$ cat config.mk
export PLATFORM = sky130hd
export DESIGN_NAME = fwd_hazard_ctrl
export DESIGN_NICKNAME = d
export VERILOG_FILES = /design/src/rtl/fwd_hazard_ctrl.sv
export SDC_FILE = /design/constraint.sdc
export NUM_CORES = 1
export LEC_CHECK = 0
export CORE_AREA = 2 2 43 45
export DETAILED_ROUTE_END_ITERATION = 10
export DIE_AREA = 0 0 45 47
export PLACE_DENSITY_LB_ADDON = 0.2
export SYNTH_ARGS = -nofsm -noshare
export SYNTH_HDL_FRONTEND = slang
export SYNTH_SLANG_ARGS = --single-unit
$ cat constraint.sdc
create_clock -name clock -period 1.45 [get_ports clock]
set_input_delay 0.29 -clock clock [delete_from_list [all_inputs] [get_ports clock]]
set_output_delay 0.29 -clock clock [all_outputs]
set_load 0.1 [all_outputs]
$ cat src/rtl/fwd_hazard_ctrl.sv
// Operand-forwarding select generation and load-use stall detection for the ID->EX->MEM->WB core.
// Latency: fwd_sel_* registered (valid while the consumer sits in EX); hazard_stall combinational.
// Backpressure: ext_stall freezes all state; flush/hazard_stall inject an EX bubble. Option macro: FWD_ZERO_REG_EN.
module fwd_hazard_ctrl #(
    parameter int REG_AW = 2
) (
    input  logic              clock,
    input  logic              reset,
    input  logic              id_valid,
    input  logic [REG_AW-1:0] id_src_a,
    input  logic              id_use_a,
    input  logic [REG_AW-1:0] id_src_b,
    input  logic              id_use_b,
    input  logic [REG_AW-1:0] id_dst,
    input  logic              id_wr_en,
    input  logic              id_is_load,
    input  logic              flush,
    input  logic              ext_stall,
    output logic [1:0]        fwd_sel_a,
    output logic [1:0]        fwd_sel_b,
    output logic              hazard_stall
);

    localparam logic [1:0] SEL_RF  = 2'b00;
    localparam logic [1:0] SEL_EX  = 2'b01;
    localparam logic [1:0] SEL_MEM = 2'b10;

    logic              ex_v;
    logic              ex_ld;
    logic [REG_AW-1:0] ex_dst;
    logic              mem_v;
    logic [REG_AW-1:0] mem_dst;

    logic src_ok_a;
    logic src_ok_b;

`ifdef FWD_ZERO_REG_EN
    // r0 reads as constant zero, so it never has a producer to forward from.
    assign src_ok_a = (id_src_a != '0);
    assign src_ok_b = (id_src_b != '0);
`else
    assign src_ok_a = 1'b1;
    assign src_ok_b = 1'b1;
`endif

    logic match_a_ex;
    logic match_a_mem;
    logic match_b_ex;
    logic match_b_mem;

    assign match_a_ex  = id_use_a & src_ok_a & ex_v  & (id_src_a == ex_dst);
    assign match_a_mem = id_use_a & src_ok_a & mem_v & (id_src_a == mem_dst);
    assign match_b_ex  = id_use_b & src_ok_b & ex_v  & (id_src_b == ex_dst);
    assign match_b_mem = id_use_b & src_ok_b & mem_v & (id_src_b == mem_dst);

    assign hazard_stall = id_valid & ex_ld & (match_a_ex | match_b_ex) & ~flush;

    logic [1:0] sel_a_nxt;
    logic [1:0] sel_b_nxt;

    // Youngest producer (EX) wins over the older one in MEM.
    always_comb begin
        sel_a_nxt = SEL_RF;
        sel_b_nxt = SEL_RF;
        if (match_a_ex)
            sel_a_nxt = SEL_EX;
        else if (match_a_mem)
            sel_a_nxt = SEL_MEM;
        if (match_b_ex)
            sel_b_nxt = SEL_EX;
        else if (match_b_mem)
            sel_b_nxt = SEL_MEM;
    end

    always_ff @(posedge clock) begin
        if (reset) begin
            ex_v      <= 1'b0;
            ex_ld     <= 1'b0;
            ex_dst    <= '0;
            mem_v     <= 1'b0;
            mem_dst   <= '0;
            fwd_sel_a <= SEL_RF;
            fwd_sel_b <= SEL_RF;
        end else if (!ext_stall) begin
            mem_v   <= ex_v;
            mem_dst <= ex_dst;
            if (flush || hazard_stall) begin
                ex_v      <= 1'b0;
                ex_ld     <= 1'b0;
                fwd_sel_a <= SEL_RF;
                fwd_sel_b <= SEL_RF;
            end else begin
                ex_v      <= id_valid & id_wr_en;
                ex_ld     <= id_valid & id_is_load;
                ex_dst    <= id_dst;
                fwd_sel_a <= sel_a_nxt;
                fwd_sel_b <= sel_b_nxt;
            end
        end
    end

endmodule
== Word level (Yosys, flattened, before mapping) ==
Cells that the tools add are included.

* Register bits after elaboration: 11
* Bits of input ports: 15

* Bitwise logic cells: 17
* Mux-type cells: 8
* Equality and inequality tests: 4
* Reductions and logical operators: 2

{| class="wikitable"
|+ Operators by type and width
! kind !! number
|-
| $and 1x1->1 || 13
|-
| $mux 2 || 6
|-
| $eq 2x2->1 || 4
|-
| $not 1->1 || 3
|-
| $mux 1 || 2
|-
| $reduce_and 2->1 || 1
|-
| $logic_or 1x1->1 || 1
|-
| $or 1x1->1 || 1
|}

== Longest topological paths before layout ==
Gate-level depths: netlist (run 1).

* Depth in word-level cells: 8
* Depth in mapped cells: 4
* Depth with buffers taken out: 4

== Worst setup path after synthesis (run 1) ==
OpenSTA, ideal clock, no wires.

* Path type: reg-to-output
* Start: register ex_dst[0]
* End: output port hazard_stall
* Stages on the path, launching flop included: 4
* Arrival: 2.511 ns
* Path buffers: 0
* Slack: -1.351 ns
* Data required time: 1.160 ns
* Cells stage by stage: dfxtp_1 > xor2_1 > or4_4 > a21oi_1

* Longest elaborated chain between the ends: 5
* Elaborated cells between the ends (all ways): 7

{| class="wikitable"
|+ Ends and longest elaborated chain
! item !! line !! RTL
|-
| start, declared || 30 || <nowiki>logic [REG_AW-1:0] ex_dst;</nowiki>
|-
| start signal, assigned || 95 || <nowiki>ex_dst <= id_dst;</nowiki>
|-
| $eq 2x2->1, on equally long branches || 51, 53 ||
|-
| $and 1x1->1, on equally long branches || 51, 53 ||
|-
| $or 1x1->1 * || 56 || <nowiki>assign hazard_stall = id_valid & ex_ld & (match_a_ex | match_b_ex) & ~flush;</nowiki>
|-
| $and 1x1->1 * (2 in series) || 56 ||
|-
| end, declared || 21 || <nowiki>output logic hazard_stall</nowiki>
|}

Mark *: on every way between the ends. The rest lies on a longest branch, timed or not.

== Final worst setup path (run 1) ==
Same ends and word-level chain as after synthesis.

==> results of run 1 <==
==> state kept, by name, indices dropped and copies added (netlist names) <==
register and flops:
fwd_sel_a 2, ex_ld 1, mem_dst 2, mem_v 1, ex_v 1, fwd_sel_b 2
ex_dst 2
==> final cells by class <==
class                   count  area (um^2)  share of cell area, %
flip-flops and latches     11          223                   21.8
repair buffers             34          359                   35.2
clock buffers               4         26.3                   2.57
well taps                  17         21.3                   2.08
multi-input cells          48          392                   38.4
==> Yosys cell counts <==
library cell | count | share of area, %
dfxtp_1 | 11 | 38
nand2_1 | 7 | 4.5
mux2i_1 | 5 | 8.6
nand3b_1 | 4 | 5.2
nor2_1 | 4 | 2.6
xnor2_1 | 4 | 6.0
xor2_1 | 4 | 6.0
or2b_2 | 3 | 4.5
nand2b_1 | 2 | 2.2
nand4_1 | 2 | 2.2
o22ai_1 | 2 | 2.2
o31ai_1 | 2 | 2.6
o32ai_1 | 2 | 3.0
or4_4 | 2 | 3.9
a21oi_1 | 1 | 0.86
and3_4 | 1 | 1.9
buf_6 | 1 | 1.9
clkbuf_1 | 1 | 0.65
nand3_1 | 1 | 0.86
or3_1 | 1 | 1.1
or3_2 | 1 | 1.3
==> critical path, stage by stage (launching register included) <==
cell	delay, ps
dfxtp_2	350
xor2_2	150
or4_4	510
a21oi_4	190
buf_12	190
==> per-stage QoR <==
stage          cells  util (%)
6_report         114      61.8
3_3_place_gp     107      56.4
5_1_grt          114      61.8
2_1_floorplan     61         -
3_5_place_dp     107      56.4
4_1_cts          114      61.8
==> per-layer routing <==
| layer | vias up | share of wire (%) |
|---|---|---|
| li1 | 294 | - |
| met1 | 243 | 43 |
| met2 | 13 | 50 |
| met3 | 5 | 4.1 |
| met4 | 0 | 2.4 |
| met5 | - | 0 |
==> where the power goes <==
part	switching [uW]	internal, uW	total [uW]
sequential	6.48	309	315
clock	114	107	221
combinational	46.1	71.1	117
total	167	486	653
==> cells by family (layout without fill, tap and decap cells) <==
group / count (synthesis) / count (layout) / share of synthesized area (%)
XOR/XNOR: 8 / 8 / 12.1
flip-flops: 11 / 11 / 37.9
multiplexers: 5 / 5 / 8.62
AO/OA/AOI/OAI: 7 / 7 / 8.62
AND/OR/NAND/NOR: 28 / 28 / 30.2
buffers and inverters: 2 / 38 / 2.59
==> path summary, 6_finish.rpt <==
check	start	end	cells after the start
hold / removal	id_use_b	fwd_sel_b[1]$_SDFFE_PP0N_	3
hold reg to reg	ex_ld$_SDFFE_PP0N_	ex_ld$_SDFFE_PP0N_	2
setup reg to reg	ex_dst[0]$_SDFFE_PP0P_	ex_dst[1]$_SDFFE_PP0P_	8
setup / recovery	ex_dst[0]$_SDFFE_PP0P_	hazard_stall	4
==> repair_timing <==
action | in CTS | in global routing
endpoints found under the setup margin | 9 | 9
resized for setup | 16 | 0
endpoints found under the hold margin | 0 | 0
pin swaps | 4 | 0
buffers inserted | 3 | 0
==> flow_metrics.env, run 1 <==
export IMPL_wl_per_cell_um=12.3
export IMPL_fin_skew_ps=2.26
export IMPL_rows=15
export IMPL_slew_headroom_pct=83.7
export IMPL_cts_root_buf="clkbuf_4"
export IMPL_grt_max_degree=12
export IMPL_yosysWarnings=0
export IMPL_drv_slew=0
export IMPL_cts_htree_levels=1
export IMPL_critPathLaunchType="register"
export IMPL_post_dp_hpwl_mm=1.09
export IMPL_final_net_count=113
export IMPL_p_leak_uw=0.000394
export IMPL_syn_to_final_growth_pct=75.9
export IMPL_tightestPinTransition_ps=243
export IMPL_synth_avg_cell_area_um2=9.52
export IMPL_grt_total_usage_pct=16.0
export IMPL_yosysUniqueCellTypes=21
export IMPL_cellPowerDensity_nw_per_um2=640
export IMPL_status="finished with violations"
export IMPL_grt_use_met2_pct=28.0
export IMPL_layout_commonest_cell="buf_4"
export IMPL_criticalPathCategory="register to output pin"
export IMPL_final_cell_mix="buf_4, dfxtp_1, nand2_1, clkdlybuf4s50_1, dlygate4sd2_1"
export IMPL_wl_mm=1.40
export IMPL_max_freq_mhz=513
export IMPL_drtPass1Iterations=4
export IMPL_clkSinkCount=11
export IMPL_tns_ps=-3150
export IMPL_die_height_um=47
export IMPL_drc=0
export IMPL_dieArea_um2=2120
export IMPL_period_minus_slack_ps=1950
export IMPL_gp_congestion=0.688
export IMPL_grt_antenna_before_repair=0
export IMPL_io_pins=20
export IMPL_clk_pin_slew_ps=70
export IMPL_placed_area_um2=931
export IMPL_dr_total_vias=555
export IMPL_syn_nets=76
export IMPL_hold_ws_ps=482
export IMPL_grtUsageMet1_pct=18.2
export IMPL_hold_violations=0
export IMPL_finalSetupViolCount=9
export IMPL_postCtsHoldBufs=0
export IMPL_violations="setup timing"
export IMPL_grt_busiest_layer="met2"
export IMPL_cap_violations=0
export IMPL_via_per_inst=4.87
export IMPL_core_um2=1650
export IMPL_grt_pass1_vias=566
export IMPL_grt_first_pass_wirelength_mm=2.37
export IMPL_clock_path_buffers=2
export IMPL_grt_overflow=0
export IMPL_ys_seq_area_share_pct=37.9
export IMPL_critical_path_peak_fanout=4
export IMPL_portBuffers=19
export IMPL_syn_instance_count=61
export IMPL_rsz0062_at_grt="true"
export IMPL_fin_ws_ps=-499
export IMPL_die_x_um=45
export IMPL_initial_core_util_pct=35.2
export IMPL_fin_crit_sh_pct=134
export IMPL_dr_first_iter_drc_count=5
export IMPL_postLayoutCellArea_um2=1020
export IMPL_critPathRequiredTime_ps=1160
export IMPL_ys_seq_elements=11
export IMPL_cts_tree="done"
export IMPL_p_total_uw=653
export IMPL_cts_buffers=3
export IMPL_final_layout_size_suffix_gt1_share_pct=38.1
export IMPL_vdd_drop_max_v=0.000373
export IMPL_ant_nets=0
export IMPL_place_ws_ps=-647
export IMPL_nFillCells=146
export IMPL_cp_arrival_ps=1660
export IMPL_syn_area_um2=581
export IMPL_clk_latency_ps=280
export IMPL_min_path_type="primary input to register"
export IMPL_crit_path_end_kind="output pin"
export IMPL_antenna_cells=0
export IMPL_gr_usage_met3_pct=3.46
export IMPL_r2r_slack_ps=-420
Power figures use the tool's default switching activity.
==> run 2, diff against run 1 <==
--- a/config.mk
+++ b/config.mk
@@ -8,6 +8,7 @@
 export CORE_AREA = 2 2 43 45
 export DETAILED_ROUTE_END_ITERATION = 10
 export DIE_AREA = 0 0 45 47
+export HOLD_SLACK_MARGIN = 0.15
 export PLACE_DENSITY_LB_ADDON = 0.2
 export SYNTH_ARGS = -nofsm -noshare
 export SYNTH_HDL_FRONTEND = slang
==> results of run 2 <==
No change in the layout: final DEF, timing and power equal those of run 1.
==> run 3, diff against run 2 <==
--- a/config.mk
+++ b/config.mk
@@ -5,9 +5,9 @@
 export SDC_FILE = /design/constraint.sdc
 export NUM_CORES = 1
 export LEC_CHECK = 0
-export CORE_AREA = 2 2 43 45
+export CORE_AREA = 3 3 44 46
 export DETAILED_ROUTE_END_ITERATION = 10
-export DIE_AREA = 0 0 45 47
+export DIE_AREA = 0 0 47 49
 export HOLD_SLACK_MARGIN = 0.15
 export PLACE_DENSITY_LB_ADDON = 0.2
 export SYNTH_ARGS = -nofsm -noshare
==> flow_metrics.env, run 3 (synthesis gave the netlist of run 1 again) <==
export IMPL_status="finished with violations"
export IMPL_violations="setup timing"
export IMPL_critPathTopFamily="simple AND/OR/NAND/NOR gates"
export IMPL_netSwitchingFraction_pct=23.6
export IMPL_cts_htree_levels=1
export IMPL_tns_ps=-831
export IMPL_intPower_uw=485
export IMPL_post_dp_hpwl_mm=1.05
export IMPL_cp_arrival_ps=1630
export IMPL_clkSinkCount=11
export IMPL_clk_latency_ps=270
export IMPL_crit_path_end_kind="output pin"
export IMPL_slowest_stage="or4_4"
export IMPL_hold_violations=0
export IMPL_fin_skew_ps=0.909
export IMPL_finalSetupViolCount=9
export IMPL_placed_cells=105
export IMPL_rows=14
export IMPL_min_path_type="primary input to register"
export IMPL_dieArea_um2=2300
export IMPL_grt_first_pass_wirelength_mm=2.10
export IMPL_pwr_share_comb_pct=18.2
export IMPL_postCtsHoldBufs=0
export IMPL_grt_max_degree=12
export IMPL_fin_ws_ps=-466
export IMPL_criticalPathCategory="register to output pin"
export IMPL_portBuffers=19
export IMPL_rsz0062_at_grt="true"
export IMPL_seq_power_share_pct=49.5
export IMPL_fin_util_pct=63.0
export IMPL_dr_first_iter_drc_count=9
export IMPL_grt_antenna_before_repair=0
export IMPL_dr_total_vias=537
export IMPL_ant_nets=0
export IMPL_nFillCells=140
export IMPL_fin_cells=109
export IMPL_slew_headroom_pct=84.1
export IMPL_cap_violations=0
export IMPL_cts_root_buf="clkbuf_4"
export IMPL_antenna_cells=0
export IMPL_clk_pin_slew_ps=70
export IMPL_final_cell_mix="buf_4, dfxtp_1, nand2_1, clkdlybuf4s50_1"
export IMPL_die_x_um=47
export IMPL_critical_path_peak_fanout=4
export IMPL_cellPowerDensity_nw_per_um2=654
export IMPL_grt_total_usage_pct=12.5
export IMPL_cts_buffers=3
export IMPL_max_freq_mhz=522
export IMPL_io_pins=20
export IMPL_grt_overflow=0
export IMPL_drc=0
export IMPL_vdd_drop_max_v=0.000613
export IMPL_pwr_share_clk_pct=32.3
export IMPL_core_um2=1540
export IMPL_final_layout_size_suffix_gt1_share_pct=34.4
export IMPL_path_buf_inv=1
export IMPL_clock_path_buffers=2
export IMPL_syn_to_final_growth_pct=67.2
export IMPL_gp_congestion=0.792
export IMPL_postCtsSetupBuffers=0
export IMPL_drtPass1Iterations=4
export IMPL_grt_pass1_vias=516
export IMPL_path_cells="xor2_2 > or4_4 > a21oi_4 > buf_12"
export IMPL_final_net_count=109
export IMPL_p_leak_uw=0.000384
export IMPL_die_height_um=49
export IMPL_drv_slew=0
export IMPL_p_switching_uw=150
export IMPL_initial_core_util_pct=37.7
export IMPL_fin_crit_sh_pct=132
export IMPL_critPathRequiredTime_ps=1160
export IMPL_wl_mm=1.25
export IMPL_layout_commonest_cell="buf_4"
export IMPL_cts_tree="done"
export IMPL_wl_per_cell_um=11.4
export IMPL_critPathLaunchType="register"
export IMPL_cpPeakStageDelay_ps=510
export IMPL_hold_ws_ps=470
export IMPL_period_minus_slack_ps=1920
export IMPL_via_per_inst=4.93
export IMPL_tightestPinTransition_ps=238
run 3: path summary, 6_finish.rpt:
| path | start | end | slack [ps] | cells after the start |
|---|---|---|---|---|
| max | ex_dst[0]$_SDFFE_PP0P_ | hazard_stall | -470 | 4 |
| min reg2reg | ex_ld$_SDFFE_PP0N_ | ex_ld$_SDFFE_PP0N_ | 480 | 2 |
| max reg2reg | ex_dst[0]$_SDFFE_PP0P_ | ex_dst[0]$_SDFFE_PP0P_ | -120 | 5 |
| min | id_use_a | fwd_sel_a[1]$_SDFFE_PP0N_ | 470 | 3 |
run 3: power by group through the flow:
stage          Combinational [uW]  Sequential, uW  Clock (uW)
2_1_floorplan                48.9             321           0
3_3_place_gp                  119             322           0
3_5_place_dp                  119             322           0
4_1_cts                       118             315         222
5_1_grt                       127             315         233
6_report                      115             314         205
run 3: what timing repair did:
action | 4_1_cts | 5_1_grt
endpoints found under the setup margin | 9 | 9
gates resized for setup | 8 | 4
pin swaps | 5 | 3
run 3: layout make-up:
type	instances	area, um^2	share of cell area [%]
well taps	16	20.0	2.06
clock buffers	4	26.3	2.71
flip-flops and latches	11	226	23.3
multi-input cells	48	377	38.8
repair buffers	30	322	33.1
run 3: routing by layer:
layer / vias up / GRT usage (%) / wire (um)
met3: 2 / 6.64 / 91
met4: 0 / 2.76 / 8
met5: - / 0 / 0
li1: 286 / - / -
met2: 14 / 17.9 / 564
met1: 235 / 16.5 / 583
run 3: metrics by stage:
stage	power (uW)	setup slack, ps	cell area (um^2)
2_1_floorplan	370	-394	594
3_3_place_gp	441	-623	922
3_5_place_dp	442	-632	922
4_1_cts	655	-572	962
5_1_grt	674	-528	971
6_report	635	-466	971
run 3: worst min-delay path, stage by stage:
cell           delay (ps)
dlygate4sd2_1         250
nand4_1                70
o32ai_1                80
